**src/rtl/fifo_pkg.sv**
```systemverilog
// rtl/fifo_pkg.sv - shared constants for the FIFO read-side drain engine
package fifo_pkg;
  localparam int DATA_WIDTH_DEF = 8;
  localparam int OUT_DEPTH      = 2;

  localparam logic [1:0] ST_IDLE  = 2'd0;
  localparam logic [1:0] ST_RUN   = 2'd1;
  localparam logic [1:0] ST_DRAIN = 2'd2;
endpackage

```
**src/rtl/fifo_reader_skid.sv**
```systemverilog
// rtl/fifo_reader_skid.sv - 2-entry output buffer; head is always presented on rd_data
module fifo_reader_skid
  import fifo_pkg::*;
#(
  parameter int DATA_WIDTH = DATA_WIDTH_DEF
) (
  input  logic                  clk,
  input  logic                  rst,
  input  logic                  wr_en,
  input  logic [DATA_WIDTH-1:0] wr_data,
  input  logic                  rd_ready,
  output logic [DATA_WIDTH-1:0] rd_data,
  output logic                  rd_valid,
  output logic [1:0]            occ
);

  logic [DATA_WIDTH-1:0] head_q;
  logic [DATA_WIDTH-1:0] tail_q;
  logic                  xfer;

  assign rd_valid = (occ != 2'd0);
  assign rd_data  = head_q;
  assign xfer     = rd_valid & rd_ready;

  // The pop rule upstream guarantees a write never lands on a full buffer.
  always_ff @(posedge clk) begin
    if (rst) begin
      occ    <= 2'd0;
      head_q <= '0;
      tail_q <= '0;
    end else begin
      case ({wr_en, xfer})
        2'b10: begin
          if (occ == 2'd0) head_q <= wr_data;
          else             tail_q <= wr_data;
          occ <= occ + 2'd1;
        end
        2'b01: begin
          head_q <= tail_q;
          occ    <= occ - 2'd1;
        end
        2'b11: begin
          if (occ == 2'd1) begin
            head_q <= wr_data;
          end else begin
            head_q <= tail_q;
            tail_q <= wr_data;
          end
        end
        default: ;
      endcase
    end
  end

endmodule

```
**src/rtl/fifo_reader.sv**
```systemverilog
// rtl/fifo_reader.sv - FIFO drain engine presenting words as a valid/ready stream
// FIFO_READER_COUNT_EN adds the word_count port counting delivered words.
module fifo_reader
  import fifo_pkg::*;
#(
  parameter int DATA_WIDTH  = DATA_WIDTH_DEF
`ifdef FIFO_READER_COUNT_EN
  ,
  parameter int COUNT_WIDTH = 16
`endif
) (
  input  logic                   clk,
  input  logic                   rst,
  input  logic                   enable,
  input  logic                   fifo_empty,
  input  logic [DATA_WIDTH-1:0]  fifo_rdata,
  output logic                   fifo_pop,
  output logic [DATA_WIDTH-1:0]  m_data,
  output logic                   m_valid,
  input  logic                   m_ready,
  output logic                   busy
`ifdef FIFO_READER_COUNT_EN
  ,
  output logic [COUNT_WIDTH-1:0] word_count
`endif
);

  localparam logic [2:0] DEPTH = 3'(OUT_DEPTH);

  logic [1:0] state;
  logic       inflight;
  logic [1:0] occ;
  logic       xfer;
  logic [2:0] pending;

  assign xfer    = m_valid & m_ready;
  // Words held or arriving after this cycle's transfer; must leave room for one more.
  assign pending = {1'b0, occ} + {2'b00, inflight} - {2'b00, xfer};
  assign fifo_pop = !rst && (state == ST_RUN) && !fifo_empty && (pending < DEPTH);
  assign busy     = (state != ST_IDLE);

  fifo_reader_skid #(
    .DATA_WIDTH(DATA_WIDTH)
  ) u_skid (
    .clk      (clk),
    .rst      (rst),
    .wr_en    (inflight),
    .wr_data  (fifo_rdata),
    .rd_ready (m_ready),
    .rd_data  (m_data),
    .rd_valid (m_valid),
    .occ      (occ)
  );

  always_ff @(posedge clk) begin
    if (rst) begin
      state    <= ST_IDLE;
      inflight <= 1'b0;
    end else begin
      inflight <= fifo_pop;
      case (state)
        ST_IDLE:  if (enable) state <= ST_RUN;
        ST_RUN:   if (!enable) state <= ST_DRAIN;
        ST_DRAIN: begin
          if (enable)                          state <= ST_RUN;
          else if (!inflight && occ == 2'd0)   state <= ST_IDLE;
        end
        default:  state <= ST_IDLE;
      endcase
    end
  end

`ifdef FIFO_READER_COUNT_EN
  always_ff @(posedge clk) begin
    if (rst)       word_count <= '0;
    else if (xfer) word_count <= word_count + 1'b1;
  end
`endif

endmodule

```
**config.mk**
```make
export PLATFORM = sky130hd
export DESIGN_NAME = fifo_reader
export DESIGN_NICKNAME = d
export VERILOG_FILES = /design/src/rtl/fifo_pkg.sv /design/src/rtl/fifo_reader_skid.sv /design/src/rtl/fifo_reader.sv
export SDC_FILE = /design/constraint.sdc
export NUM_CORES = 1
export LEC_CHECK = 0
export ABC_AREA = 1
export ABC_CLOCK_PERIOD_IN_PS = 3600
export BUFFER_PORTS_ARGS = -buffer_cell sky130_fd_sc_hd__buf_2
export CAP_MARGIN = 0
export CORE_ASPECT_RATIO = 0.6
export CORE_MARGIN = 2
export CORE_UTILIZATION = 50
export DETAILED_ROUTE_END_ITERATION = 10
export GPL_TIMING_DRIVEN = 1
export MAX_ROUTING_LAYER = met4
export PLACE_DENSITY = 0.74
export SYNTH_ARGS = -nofsm -noshare
export SYNTH_HDL_FRONTEND = slang
export SYNTH_HIERARCHICAL = 1
export SYNTH_SLANG_ARGS = --single-unit
```
**constraint.sdc**
```tcl
create_clock -name clk -period 3.6 [get_ports clk]
set_clock_uncertainty 0.1 [all_clocks]
set_input_delay 0.72 -clock clk [delete_from_list [all_inputs] [get_ports clk]]
set_output_delay 0.72 -clock clk [all_outputs]
set_load 0.02 [all_outputs]
```
==> impl_results.html, run 1 <==
<table>
<tr><th>Metric</th><th>Value</th></tr>
<tr><th colspan="2">Status</th></tr>
<tr><td>Run status</td><td>complete, no violations</td></tr>
<tr><th colspan="2">Synth</th></tr>
<tr><td>Library cell occupying the most area in the post-synthesis netlist</td><td>dfxtp_1</td></tr>
<tr><td>Top area cells in the synthesized netlist</td><td>dfxtp_1, nand3_1, nand2_1</td></tr>
<tr><td>Number of enable-type register cells in the synthesized netlist</td><td>0</td></tr>
<tr><td>Library cells used by synthesis</td><td>20</td></tr>
<tr><td>Share of the synthesized area in the top cell type</td><td>38.2%</td></tr>
<tr><td>Synthesized area per cell</td><td>6.92 um2</td></tr>
<tr><td>Fraction of registers with async set/reset</td><td>0%</td></tr>
<tr><td>Synthesis-stage register bit count</td><td>21</td></tr>
<tr><td>Portion of the post-synthesis area used by sequential elements</td><td>38.2%</td></tr>
<tr><td>Post-synthesis cell count</td><td>159</td></tr>
<tr><td>Syn Nets</td><td>176</td></tr>
<tr><td>Synth warnings</td><td>6</td></tr>
<tr><td>Post-Syn Area</td><td>1100 um2</td></tr>
<tr><td>Dominant synthesized flop cell</td><td>dfxtp_1</td></tr>
<tr><th colspan="2">Placed design</th></tr>
<tr><td>Number of buffers inserted by port buffering</td><td>23</td></tr>
<tr><td>Routability cong.</td><td>0.795</td></tr>
<tr><td>DPL Wire Length</td><td>1.72 mm</td></tr>
<tr><th colspan="2">Critical path</th></tr>
<tr><td>Path type of the worst setup path</td><td>reg2out</td></tr>
<tr><td>Critical path capture point type</td><td>primary output</td></tr>
<tr><td>R2R setup slack</td><td>1.32 ns</td></tr>
<tr><td>Worst path bufs/invs</td><td>4</td></tr>
<tr><td>Worst r2r path cells</td><td>10</td></tr>
<tr><td>Biggest fanout along the worst timing path</td><td>5</td></tr>
<tr><td>Required time of the worst setup path</td><td>2.78 ns</td></tr>
<tr><td>Worst setup SP type</td><td>register</td></tr>
<tr><td>Endpoint of the worst-slack reg-to-reg timing path</td><td>inflight$_SDFF_PP0_</td></tr>
<tr><td>CP max stage delay</td><td>0.49 ns</td></tr>
<tr><td>Slowest stage cell on the critical path</td><td>fa_1</td></tr>
<tr><td>Data arrival time of the worst path</td><td>2.56 ns</td></tr>
<tr><td>Critical-path cell list</td><td>inv_1 &gt; ha_2 &gt; inv_2 &gt; nand2_1 &gt; inv_1 &gt; ha_1 &gt; or2_2 &gt; fa_1 &gt; nand2_1 &gt; nor2_1 &gt; buf_2</td></tr>
<tr><td>Beginning of the worst register-to-register path</td><td>u_skid/occ[1]$_SDFFE_PP0P_</td></tr>
<tr><td>Top Family by Delay on Critical Path</td><td>adder cells</td></tr>
<tr><th colspan="2">Power and ir drop</th></tr>
<tr><td>Combinational share of power</td><td>49.4%</td></tr>
<tr><td>Maximum resistive drop on vdd</td><td>0.271 mV</td></tr>
<tr><td>Net switching component of the power</td><td>0.358 mW</td></tr>
<tr><td>Internal cell power</td><td>0.484 mW</td></tr>
<tr><td>Sw Share</td><td>42.5%</td></tr>
<tr><td>Pwr Density</td><td>663 nW/um2</td></tr>
<tr><td>Leak</td><td>0.657 nW</td></tr>
<tr><td>Fraction of power consumed by the clock network</td><td>13.8%</td></tr>
<tr><td>Sequential power share</td><td>36.9%</td></tr>
<tr><th colspan="2">Clock network</th></tr>
<tr><td>Clock buffer depth</td><td>2</td></tr>
<tr><td>Clock-pin transition on the worst setup and hold timing paths</td><td>0.12 ns</td></tr>
<tr><td>TritonCTS clock tree</td><td>yes</td></tr>
<tr><td>Clock network latency to the later pin of the worst-skew pair</td><td>0.31 ns</td></tr>
<tr><td>Buffers inserted during post-CTS setup optimization</td><td>0</td></tr>
<tr><td>CTS Sinks</td><td>21</td></tr>
<tr><td>Root cell of the clock tree</td><td>clkbuf_4</td></tr>
<tr><td>Total CTS buffers</td><td>3</td></tr>
<tr><td>H-tree Lvls</td><td>1</td></tr>
<tr><th colspan="2">GRT</th></tr>
<tr><td>Largest net degree at the start of global routing</td><td>17</td></tr>
<tr><td>Wire length of the first global-routing pass</td><td>3.66 mm</td></tr>
<tr><td>Remaining Overflow, GRT</td><td>0</td></tr>
<tr><td>Antenna violations before repair</td><td>0</td></tr>
<tr><td>Total routing usage reported by global routing</td><td>19.9%</td></tr>
<tr><td>Number of global-route vias before repair</td><td>865</td></tr>
<tr><th colspan="2">Cells and area</th></tr>
<tr><td>Total inserted antenna cells</td><td>0</td></tr>
<tr><td>Post-layout net count</td><td>202</td></tr>
<tr><td>Layout cell share with drive strength beyond 1</td><td>25.0%</td></tr>
<tr><td>Area occupied by multi-input gates</td><td>572 um2</td></tr>
<tr><td>Count of fill cells added during filler insertion</td><td>206</td></tr>
<tr><td>Area used by sequential logic in the layout</td><td>425 um2</td></tr>
<tr><td>Final Core Density</td><td>60.1%</td></tr>
<tr><td>Synth-to-Final Area Change</td><td>15.6%</td></tr>
<tr><th colspan="2">Timing</th></tr>
<tr><td>Setup repair after global routing missed its margin</td><td>no</td></tr>
<tr><td>Transition time at the pin with the least slew margin</td><td>0.406 ns</td></tr>
<tr><td>Final setup viols</td><td>0</td></tr>
<tr><td>Worst slew margin relative to its limit</td><td>72.9%</td></tr>
<tr><td>Clock period minus worst slack</td><td>3.38 ns</td></tr>
<tr><td>Crit share post-route</td><td>93.9%</td></tr>
<tr><td>Maximum clock frequency</td><td>296 MHz</td></tr>
<tr><td>Number of failing hold endpoints at the final stage</td><td>0</td></tr>
<tr><td>Setup TNS</td><td>0 ns</td></tr>
<tr><td>Max-slew violation count</td><td>0</td></tr>
<tr><th colspan="2">Drt</th></tr>
<tr><td>Final wirelength</td><td>2.25 mm</td></tr>
<tr><td>Vias post-DR</td><td>1044</td></tr>
<tr><td>Drt wl/cell</td><td>10.5 um</td></tr>
<tr><td>Via-per-instance ratio</td><td>4.88</td></tr>
<tr><td>Residual DRC count</td><td>0</td></tr>
<tr><td>Number of search-and-repair iterations in the first detailed-routing pass</td><td>4</td></tr>
<tr><td>Number of nets still failing antenna checks after routing</td><td>0</td></tr>
<tr><td>Drt initial violations</td><td>56</td></tr>
<tr><th colspan="2">Floorplanning</th></tr>
<tr><td>Die Outline Area</td><td>2600 um2</td></tr>
<tr><td>Top-level I/O count</td><td>24</td></tr>
<tr><td>Die span in y</td><td>40.3 um</td></tr>
<tr><td>Placeable core region</td><td>2110 um2</td></tr>
<tr><td>Starting density of the core</td><td>52.0%</td></tr>
<tr><td># rows</td><td>13</td></tr>
<tr><td>Die W</td><td>64.5 um</td></tr>
<tr><th colspan="2">Worst hold path</th></tr>
<tr><td>Hold depth</td><td>2</td></tr>
<tr><td>Critical hold path startpoint</td><td>u_skid/tail_q[5]$_SDFFE_PP0P_</td></tr>
<tr><td>Destination of the worst hold path</td><td>u_skid/tail_q[5]$_SDFFE_PP0P_</td></tr>
<tr><td>Classification of the worst-slack hold path</td><td>reg2reg</td></tr>
<tr><th colspan="2">Job</th></tr>
<tr><td>Maximum capacitance violations</td><td>0</td></tr>
</table>
==> power groups by stage <==
stage	combinational [mW]	sequential (mW)	clock [mW]
after floorplan	0.288	0.346	0
after global placement	0.398	0.309	0
after detailed placement	0.410	0.313	0
after CTS	0.413	0.307	0.120
after global routing	0.475	0.318	0.129
final	0.416	0.310	0.116
==> per-stage QoR <==
stage	setup slack, ns	power, mW	area (um2)	hold WS (ns)	std cells
after floorplan	0.469	0.633	1100	0.356	159
after global placement	0.489	0.707	1240	0.364	210
after detailed placement	0.446	0.723	1240	0.373	210
after CTS	0.0928	0.840	1260	0.397	214
after global routing	0.0219	0.922	1270	0.427	214
final	0.219	0.842	1270	0.396	214
==> sequential cells by signal, summed over array words and instances (netlist names) <==
signal	flops
inflight	1
state	2
u_skid/rd_data	8
u_skid/occ	2
u_skid/tail_q	8
==> logic make-up after synthesis <==
| logic type | count (synthesis) | share of synthesized area (%) |
|---|---|---|
| buffers and inverters | 27 | 10.0 |
| and+or+nand+nor | 95 | 41.1 |
| AOI/OAI and AO/OA | 12 | 5.46 |
| adders and majority gates | 4 | 5.23 |
| DFF | 21 | 38.2 |
==> timing repair <==
| action | in CTS | in global routing |
|---|---|---|
| hold buffers | 0 | 0 |
| setup endpoints to repair | 0 | 1 |
| gates resized for setup | 0 | 4 |
==> layout by cell type, fill, tap and decap left out, drive strengths merged <==
master and n:
a21oi 2, buf 23, clkbuf 3, clkinv 1, dfxtp 21, fa 1
ha 3, inv 25, nand2 32, nand3 26, nand4 2, nor2 27
o21ai 10, or2 8
==> per-layer routing <==
metal | up-vias | global-route usage (%) | part of all wire (%)
met5 | - | - | 0
li1 | 547 | - | -
met4 | 0 | 6.38 | 1.1
met3 | 6 | 6.18 | 6.9
met2 | 38 | 30.5 | 43
met1 | 453 | 25.6 | 48
==> synthesized netlist by cell type, types with 2 or more instances <==
| cell type | number |
|---|---|
| nand3_1 | 24 |
| nand2_1 | 29 |
| nand3_2 | 2 |
| nand4_1 | 2 |
| o21ai_0 | 10 |
| a21oi_1 | 2 |
| dfxtp_1 | 21 |
| nand2_4 | 2 |
| nor2_1 | 25 |
| or2_2 | 7 |
| ha_1 | 3 |
| inv_1 | 23 |
| inv_2 | 2 |
==> area by class of cell <==
type	count	area share, %
multi-input combinational	111	45.0
sequential	21	33.5
timing repair buffer	23	9.06
inverter	25	7.38
tap	30	2.95
clock buffer	3	1.77
clock inverter	1	0.394
==> worst register-to-register path, delay by kind of cell (launching register included) <==
kind / cells / cell delay, ns
adder cells (fa/ha/maj): 3 / 0.98
buffers and inverters: 3 / 0.20
flip-flops: 1 / 0.38
AND/OR/NAND/NOR: 4 / 0.56
==> worst max path at each step <==
stage | startpoint | endpoint | slack [ns] | depth (start not counted)
3_5_place_dp | m_ready | fifo_pop | 0.45 | 9
5_1_grt | u_skid/occ[1]$_SDFFE_PP0P_ | fifo_pop | 0.02 | 11
3_3_place_gp | m_ready | fifo_pop | 0.49 | 9
2_1_floorplan | u_skid/occ[1]$_SDFFE_PP0P_ | fifo_pop | 0.47 | 10
6_report | u_skid/occ[1]$_SDFFE_PP0P_ | fifo_pop | 0.22 | 11
4_1_cts | u_skid/occ[1]$_SDFFE_PP0P_ | fifo_pop | 0.09 | 11
Note: power is estimated with default switching activity, not from simulation.
==> run 2: changes to the inputs <==
--- a/config.mk
+++ b/config.mk
@@ -6,16 +6,16 @@
 export NUM_CORES = 1
 export LEC_CHECK = 0
 export ABC_AREA = 1
-export ABC_CLOCK_PERIOD_IN_PS = 3600
+export ABC_CLOCK_PERIOD_IN_PS = 3100
 export BUFFER_PORTS_ARGS = -buffer_cell sky130_fd_sc_hd__buf_2
 export CAP_MARGIN = 0
 export CORE_ASPECT_RATIO = 0.6
 export CORE_MARGIN = 2
-export CORE_UTILIZATION = 50
+export CORE_UTILIZATION = 42
 export DETAILED_ROUTE_END_ITERATION = 10
 export GPL_TIMING_DRIVEN = 1
 export MAX_ROUTING_LAYER = met4
-export PLACE_DENSITY = 0.74
+export PLACE_DENSITY = 0.67
 export SYNTH_ARGS = -nofsm -noshare
 export SYNTH_HDL_FRONTEND = slang
 export SYNTH_HIERARCHICAL = 1
==> constraint.sdc (replaced) <==
create_clock -name clk -period 3.1 [get_ports clk]
set_clock_uncertainty 0.1 [all_clocks]
set_input_delay 0.62 -clock clk [delete_from_list [all_inputs] [get_ports clk]]
set_output_delay 0.62 -clock clk [all_outputs]
set_load 0.02 [all_outputs]
==> impl_results.html, run 2 (same netlist as run 1, synthesis figures left out) <==
<table>
<tr><th>Metric</th><th>Value</th></tr>
<tr><th colspan="2">Status</th></tr>
<tr><td>Run status</td><td>complete, no violations</td></tr>
<tr><th colspan="2">Worst hold path</th></tr>
<tr><td>Classification of the worst-slack hold path</td><td>reg2reg</td></tr>
<tr><td>Hold depth</td><td>2</td></tr>
<tr><td>Critical hold path startpoint</td><td>u_skid/tail_q[2]$_SDFFE_PP0P_</td></tr>
<tr><td>Destination of the worst hold path</td><td>u_skid/tail_q[2]$_SDFFE_PP0P_</td></tr>
<tr><th colspan="2">Timing</th></tr>
<tr><td>Worst slew margin relative to its limit</td><td>70.1%</td></tr>
<tr><td>Clock period minus worst slack</td><td>3.02 ns</td></tr>
<tr><td>Maximum clock frequency</td><td>331 MHz</td></tr>
<tr><td>Final setup viols</td><td>0</td></tr>
<tr><td>Transition time at the pin with the least slew margin</td><td>0.448 ns</td></tr>
<tr><td>Setup repair after global routing missed its margin</td><td>yes</td></tr>
<tr><td>Crit share post-route</td><td>97.6%</td></tr>
<tr><td>Post-route worst setup slack</td><td>0.0751 ns</td></tr>
<tr><td>Setup TNS</td><td>0 ns</td></tr>
<tr><td>Max-slew violation count</td><td>0</td></tr>
<tr><td>Number of failing hold endpoints at the final stage</td><td>0</td></tr>
<tr><th colspan="2">Critical path</th></tr>
<tr><td>Data arrival time of the worst path</td><td>2.30 ns</td></tr>
<tr><td>Biggest fanout along the worst timing path</td><td>4</td></tr>
<tr><td>Critical-path cell list</td><td>inv_4 &gt; ha_4 &gt; inv_2 &gt; nand2_1 &gt; inv_1 &gt; ha_1 &gt; or2_4 &gt; fa_2 &gt; nand2_2 &gt; nor2_1 &gt; buf_4</td></tr>
<tr><td>Slowest stage cell on the critical path</td><td>fa_2</td></tr>
<tr><td>Endpoint of the worst-slack reg-to-reg timing path</td><td>inflight$_SDFF_PP0_</td></tr>
<tr><td>Path type of the worst setup path</td><td>reg2out</td></tr>
<tr><td>R2R setup slack</td><td>1.04 ns</td></tr>
<tr><td>CP max stage delay</td><td>0.53 ns</td></tr>
<tr><td>Required time of the worst setup path</td><td>2.38 ns</td></tr>
<tr><td>Beginning of the critical path</td><td>u_skid/occ[0]$_SDFFE_PP0P_</td></tr>
<tr><td>Critical path capture point type</td><td>primary output</td></tr>
<tr><td>Worst r2r path cells</td><td>10</td></tr>
<tr><td>Worst setup SP type</td><td>register</td></tr>
<tr><td>Beginning of the worst register-to-register path</td><td>u_skid/occ[0]$_SDFFE_PP0P_</td></tr>
<tr><th colspan="2">Power and ir drop</th></tr>
<tr><td>Net switching component of the power</td><td>0.440 mW</td></tr>
<tr><td>Total Power</td><td>1.08 mW</td></tr>
<tr><td>Fraction of power consumed by the clock network</td><td>16.4%</td></tr>
<tr><td>Pwr Density</td><td>815 nW/um2</td></tr>
<tr><td>Internal cell power</td><td>0.642 mW</td></tr>
<tr><td>Leak</td><td>0.676 nW</td></tr>
<tr><td>Sequential power share</td><td>32.7%</td></tr>
<tr><td>Sw Share</td><td>40.7%</td></tr>
<tr><td>Combinational share of power</td><td>51.0%</td></tr>
<tr><td>Maximum resistive drop on vdd</td><td>0.417 mV</td></tr>
<tr><th colspan="2">Floorplanning</th></tr>
<tr><td>Die W</td><td>70.1 um</td></tr>
<tr><td># rows</td><td>14</td></tr>
<tr><td>Starting density of the core</td><td>44.2%</td></tr>
<tr><td>Placeable core region</td><td>2490 um2</td></tr>
<tr><td>Top-level I/O count</td><td>24</td></tr>
<tr><td>Die span in y</td><td>43.6 um</td></tr>
<tr><td>Die Outline Area</td><td>3060 um2</td></tr>
<tr><th colspan="2">Clock network</th></tr>
<tr><td>Clock network latency to the later pin of the worst-skew pair</td><td>0.26 ns</td></tr>
<tr><td>Total CTS buffers</td><td>3</td></tr>
<tr><td>CTS Sinks</td><td>21</td></tr>
<tr><td>Root cell of the clock tree</td><td>clkbuf_8</td></tr>
<tr><td>Clock buffer depth</td><td>2</td></tr>
<tr><td>TritonCTS clock tree</td><td>yes</td></tr>
<tr><td>Post-cts hold buffer count</td><td>0</td></tr>
<tr><td>Clock-pin transition on the worst setup and hold timing paths</td><td>0.07 ns</td></tr>
<tr><td>H-tree Lvls</td><td>1</td></tr>
<tr><th colspan="2">Cells and area</th></tr>
<tr><td>Commonest non-fill, non-tap cell in the layout</td><td>nand2_1</td></tr>
<tr><td>Post-layout net count</td><td>204</td></tr>
<tr><td>Layout cell share with drive strength beyond 1</td><td>26.9%</td></tr>
<tr><td>Final cell area excluding filler cells</td><td>1330 um2</td></tr>
<tr><td>Post-Layout Cell Count</td><td>218</td></tr>
<tr><td>Highest-count cells in the layout ignoring fill and taps</td><td>nand2_1, nor2_1, nand3_1</td></tr>
<tr><td>Total inserted antenna cells</td><td>0</td></tr>
<tr><td>Synth-to-Final Area Change</td><td>20.7%</td></tr>
<tr><th colspan="2">GRT</th></tr>
<tr><td>Total routing usage reported by global routing</td><td>18.6%</td></tr>
<tr><td>Busiest layer in global routing</td><td>met2</td></tr>
<tr><td>Wire length of the first global-routing pass</td><td>4.27 mm</td></tr>
<tr><td>Met1 GRT Util</td><td>24.5%</td></tr>
<tr><td>Antenna violations before repair</td><td>0</td></tr>
<tr><td>Routing usage on met3</td><td>5.81%</td></tr>
<tr><td>GRT met2 Usage</td><td>28.4%</td></tr>
<tr><td>Remaining Overflow, GRT</td><td>0</td></tr>
<tr><td>Largest net degree at the start of global routing</td><td>17</td></tr>
<tr><td>Number of global-route vias before repair</td><td>970</td></tr>
<tr><th colspan="2">Drt</th></tr>
<tr><td>Number of search-and-repair iterations in the first detailed-routing pass</td><td>4</td></tr>
<tr><td>Final wirelength</td><td>2.53 mm</td></tr>
<tr><td>Residual DRC count</td><td>0</td></tr>
<tr><td>Number of nets still failing antenna checks after routing</td><td>0</td></tr>
<tr><td>Vias post-DR</td><td>1065</td></tr>
<tr><td>Via-per-instance ratio</td><td>4.89</td></tr>
<tr><td>Drt initial violations</td><td>41</td></tr>
<tr><td>Drt wl/cell</td><td>11.6 um</td></tr>
<tr><th colspan="2">Placed design</th></tr>
<tr><td>Cell count after placement</td><td>213</td></tr>
<tr><td>Number of buffers inserted by port buffering</td><td>23</td></tr>
<tr><td>Placed Area</td><td>1250 um2</td></tr>
<tr><td>Routability cong.</td><td>0.797</td></tr>
<tr><td>Worst slack at placement</td><td>0.101 ns</td></tr>
<tr><td>DPL Wire Length</td><td>1.89 mm</td></tr>
<tr><th colspan="2">Job</th></tr>
<tr><td>Maximum capacitance violations</td><td>0</td></tr>
</table>
[run 2: cell types whose count changed in the layout (fill, tap and decap cells not counted), moves of 2 or more]
cell      change
buf_4         +3
clkbuf_4      -3
clkbuf_8      +3
inv_1         -2
[run 2: layout make-up]
class                   instances  area, um2
repair buffers                 25        133
inverters                      25       96.3
multi-input cells             111        589
flip-flops and latches         21        424
well taps                      32       40.0
fillers                       250       1160
clock buffers                   4       45.0
[run 2: routing by layer]
metal / up-vias / share of wire [%]
li1: 554 / -
met1: 480 / 50
met2: 29 / 42
met3: 2 / 6.9
met4: 0 / 0.55
met5: - / 0
[run 2: power groups by stage]
| stage | combinational, mW | sequential (mW) | clock [mW] |
|---|---|---|---|
| after floorplan | 0.334 | 0.401 | 0 |
| after global placement | 0.485 | 0.352 | 0 |
| after detailed placement | 0.503 | 0.355 | 0 |
| after CTS | 0.541 | 0.350 | 0.181 |
| after global routing | 0.626 | 0.361 | 0.191 |
| final | 0.551 | 0.354 | 0.177 |
[run 2: worst max-delay path by stage]
stage          cells after the start        to  slack, ns
3_5_place_dp                      12  fifo_pop       0.10
6_report                          11  fifo_pop       0.08
2_1_floorplan                     10  fifo_pop       0.07
3_3_place_gp                       9  fifo_pop       0.20
4_1_cts                           12  fifo_pop       0.01
5_1_grt                           11  fifo_pop     -0.002
[run 2: critical path: cells and delay by family (launching register included)]
kind	cells	cell delay [ns]
buffers and inverters	4	0.29
and+or+nand+nor	4	0.45
DFF	1	0.36
adders and majority gates	3	0.94
[run 2: timing repair]
action                                  in CTS  in global routing
endpoints found under the setup margin       1                  1
pin swaps                                    0                  2
gates resized for setup                      5                  6
setup buffers                                1                  0
[run 2: through the flow]
step | util [%] | hold WS, ns
2_1_floorplan | - | 0.356
3_3_place_gp | 50.1 | 0.365
3_5_place_dp | 50.1 | 0.382
4_1_cts | 52.9 | 0.396
5_1_grt | 53.4 | 0.418
6_report | 53.4 | 0.398
